==> src/rtl/valid_delay_line.sv <==
// Fixed-depth shift register carrying {valid, data}; advances every cycle.
// any_valid_o tells the owner whether any entry is still in flight.
module valid_delay_line #(
    parameter int WIDTH = 17,
    parameter int DEPTH = 8
) (
    input  logic             clk_i,
    input  logic             rst_ni,
    input  logic             in_v_i,
    input  logic [WIDTH-1:0] in_data_i,
    output logic             out_v_o,
    output logic [WIDTH-1:0] out_data_o,
    output logic             any_valid_o
);

    logic [DEPTH-1:0]            v_q;
    logic [DEPTH-1:0][WIDTH-1:0] d_q;

    // Shift every cycle; stage 0 takes the new entry, valid bits cleared on reset.
    always_ff @(posedge clk_i or negedge rst_ni) begin
        if (!rst_ni) begin
            v_q <= '0;
            d_q <= '0;
        end else begin
            v_q[0] <= in_v_i;
            d_q[0] <= in_data_i;
            for (int i = 1; i < DEPTH; i++) begin
                v_q[i] <= v_q[i-1];
                d_q[i] <= d_q[i-1];
            end
        end
    end

    assign out_v_o     = v_q[DEPTH-1];
    assign out_data_o  = d_q[DEPTH-1];
    assign any_valid_o = |v_q;

endmodule

==> config.mk <==
export PLATFORM = sky130hd
export DESIGN_NAME = valid_delay_line
export DESIGN_NICKNAME = d
export VERILOG_FILES = /design/src/rtl/valid_delay_line.sv
export SDC_FILE = /design/constraint.sdc
export NUM_CORES = 1
export LEC_CHECK = 0
export BUFFER_PORTS_ARGS = -buffer_cell sky130_fd_sc_hd__buf_2
export CORE_ASPECT_RATIO = 2
export CORE_MARGIN = 1.5
export CORE_UTILIZATION = 56
export CTS_CLUSTER_SIZE = 14
export DETAILED_ROUTE_END_ITERATION = 12
export PLACE_DENSITY = 0.79
export SYNTH_ARGS = -nofsm -noshare
export SYNTH_HDL_FRONTEND = slang
export SYNTH_SLANG_ARGS = --single-unit
==> constraint.sdc <==
create_clock -name clk_i -period 0.95 [get_ports clk_i]
set_input_delay 0.0475 -clock clk_i [delete_from_list [all_inputs] [get_ports clk_i]]
set_output_delay 0.0475 -clock clk_i [all_outputs]
set_load 0.01 [all_outputs]
-- Yosys cells after proc, flatten, opt, wreduce, memory -nomap -nowiden
Index checks and enable logic that the tools add are counted.
W data, S select, Z words.
- reductions and logical operators: 1
- operators by type and width (cell ; count):
    $reduce_or A8 Y1 ; 1
- register bits after elaboration: 144
- input bits: 20
- output and inout bits: 19
- word-level logic and storage cells: 10

-- Logic depth before layout (Yosys ltp)
- depth in word-level cells: 1
- mapped depth: 2
- mapped depth without buffers: 2

-- Least setup slack after synthesis
No wires, ideal clock.
- path type: reg2out
- from: register v_q[7]
- to: output any_valid_o
- arrival: 733 ps
- required time: 902 ps
- slack: 169 ps
- cell stages (with the launch flop): 3
- buffers on the path: 0
- path through: dfrtp_1 -> nor4_1 -> nand2_1
- word-level cells in the longest chain between the ends: 1
- ends and longest elaborated chain (element ; RTL line ; source):
    from (decl) ; 16 ; logic [DEPTH-1:0] v_q;
    from (signal, indexed assignment) ; 28 ; v_q[i] <= v_q[i-1];
    $reduce_or A8 Y1 ; 36 ; assign any_valid_o = |v_q;
    to (decl) ; 13 ; output logic any_valid_o
Every way passes these cells.

-- Worst setup path in the final report
- from: register v_q[1]
- to: output any_valid_o
The elaborated chain is that of the path after synthesis.

==> flow_metrics.env <==
export IMPL_hold_viol_final=0
export IMPL_violations="negative setup slack"
export IMPL_end_kind="primary output"
export IMPL_max_clock_freq_mhz=753
export IMPL_power_density_nw_per_um2=2620
export IMPL_numCtsBuffers=17
export IMPL_synth_seq_cells=144
export IMPL_worstPathCellList="nor4_2 -> nand2_1 -> buf_2"
export IMPL_layoutNonFillerInstCount=327
export IMPL_rsz0062_at_grt="yes"
export IMPL_syn_nets=184
export IMPL_dieArea_um2=7220
export IMPL_crit_cells=3
export IMPL_cp_required_ps=900
export IMPL_die_x_um=60.8
export IMPL_vias_per_cell=4.43
export IMPL_io_buffers=38
export IMPL_grt_max_degree=43
export IMPL_tritoncts="yes"
export IMPL_dp_final_hpwl_mm=2.28
export IMPL_max_clock_path_buffers=2
export IMPL_overflow=0
export IMPL_grt_pass1_wl_mm=7.27
export IMPL_placed_cells=279
export IMPL_drive_above_1_share_pct=28.9
export IMPL_groute_usage_overall_pct=15.6
export IMPL_avgSynthCellArea_um2=22.8
export IMPL_skew_ps=3.24
export IMPL_power_w=0.0125
export IMPL_area_growth_syn_to_layout_pct=27.5
export IMPL_p_leak_nw=2.22
export IMPL_ir_drop_v=0.00214
export IMPL_die_h_um=119
export IMPL_maxSlewViolCount=0
export IMPL_critPathMaxFanout=2
export IMPL_dr_pass1_iters=3
export IMPL_final_nets=250
export IMPL_io_pins=39
export IMPL_reg2reg_depth=1
export IMPL_drtIter0Drc=62
export IMPL_synth_cell_types=4
export IMPL_cp_start_kind="flip-flop"
export IMPL_grt_pass1_vias=1587
export IMPL_path_clk_slew_ps=50
export IMPL_relSlewSlack_pct=79.3
export IMPL_status="finished with violations"
export IMPL_ys_seq_area_share_pct=96.2
export IMPL_ys_warn_count=0
export IMPL_wl_per_cell_um=13.8
export IMPL_finalSetupViolCount=2
export IMPL_initial_utilization_pct=57.0
export IMPL_path_class="reg -> out"
export IMPL_cp_slowest_cell="dfrtp_1"
export IMPL_htreeDepth=4
export IMPL_min_period_over_period_pct=140
export IMPL_rows=42
export IMPL_antenna_found_initial=0
export IMPL_period_minus_slack_ps=1330
export IMPL_clock_sinks=144
export IMPL_insertion_delay_ps=400
export IMPL_max_stage_delay_ps=390
export IMPL_cts_root_buf="clkbuf_16"
export IMPL_timing_final_ws_setup_ps=-377
export IMPL_arrival_ps=1280
export IMPL_synthCells=164
export IMPL_gp_congestion=0.632
export IMPL_path_buf_inv=1
export IMPL_drv_cap=0
export IMPL_syn_cell_area_um2=3750
export IMPL_worst_pin_slew_ps=311
export IMPL_hold_path_class="in -> async"
export IMPL_tns_ps=-390
export IMPL_drcViolationCount=0
export IMPL_core_area_um2=6570
export IMPL_cpLargestDelayFamily="flip-flops"
export IMPL_drt_total_wl_mm=4.53
export IMPL_via_count=1447
export IMPL_ant_nets=0
export IMPL_antenna_cells=0
-- cells in the mapped netlist (all sizes together) --
library cell	n	area share, %
nor4	2	0.33
buf	17	3.4
nand2	1	0.10
dfrtp	144	96
-- sequential cells by signal (all words and copies together) (netlist names) --
name and count:
out_data_o 17, d_q 119, v_q 8
-- repair_timing --
item | 4_1_cts | 5_1_grt
resized for setup | 0 | 9
hold buffers | 19 | 0
hold endpoints to repair | 162 | 0
pin swaps | 1 | 1
endpoints found under the setup margin | 9 | 19
buffers inserted | 0 | 1
-- where the power goes --
group | switching [W] | total (W) | internal (W)
sequential | 0.0000993 | 0.00655 | 0.00646
combinational | 0.000172 | 0.000333 | 0.000161
clock | 0.00202 | 0.00564 | 0.00362
total | 0.00229 | 0.0125 | 0.0102
-- through the flow --
step                      cell area (µm²)  utilization (%)  hold slack [ps]  worst slack, ps
after floorplan                      3750                -             -248              169
after global placement               4010             61.0            -56.0             55.7
after detailed placement             4010             61.0            -52.8             57.0
after CTS                            4720             71.8             86.8             -390
after global routing                 4780             72.8              109             -469
final                                4780             72.8             99.1             -377
-- area by class of cell --
type | instances | area, µm²
Clock buffer | 28 | 517
Fill cell | 373 | 1790
Multi-Input combinational cell | 3 | 28.8
Sequential cell | 144 | 3600
Tap cell | 88 | 110
Timing Repair Buffer | 64 | 520
-- kinds of logic (layout without fill, tap and decap cells) --
kind of cell           count (synthesis)  after routing  synth area share, %
flip-flops                           144            144                 96.2
buffers and inverters                 17             92                 3.41
AND/OR/NAND/NOR                        3              3                0.434
-- placed cells by master (no fill, tap or decap), drive strengths merged --
master	synthesis	layout
dlygate4sd3	0	19
nand2	1	1
buf	17	45
nor4	2	2
clkbuf	0	28
dfrtp	144	144
-- layer usage --
layer  share of wire, %  vias up  global-route usage (%)
met5                  0        -                       0
met4                3.8        0                    12.1
met3                4.1       16                    7.00
met2                 57       52                    23.9
met1                 35      759                    15.4
li1                   -      620                       -
-- final timing paths --
path                                   start                  endpoint  slack (ps)
max                         v_q[1]$_DFF_PN0_               any_valid_o        -380
min                                   rst_ni         d_q[11]$_DFF_PN0_         100
max reg2reg                 v_q[6]$_DFF_PN0_          v_q[7]$_DFF_PN0_         320
min reg2reg                d_q[33]$_DFF_PN0_         d_q[50]$_DFF_PN0_         340
max in group asynchronous             rst_ni  out_data_o[10]$_DFF_PN0_         350
min in group clk_i              in_data_i[8]          d_q[8]$_DFF_PN0_         290
Power figures use the tool's default switching activity.
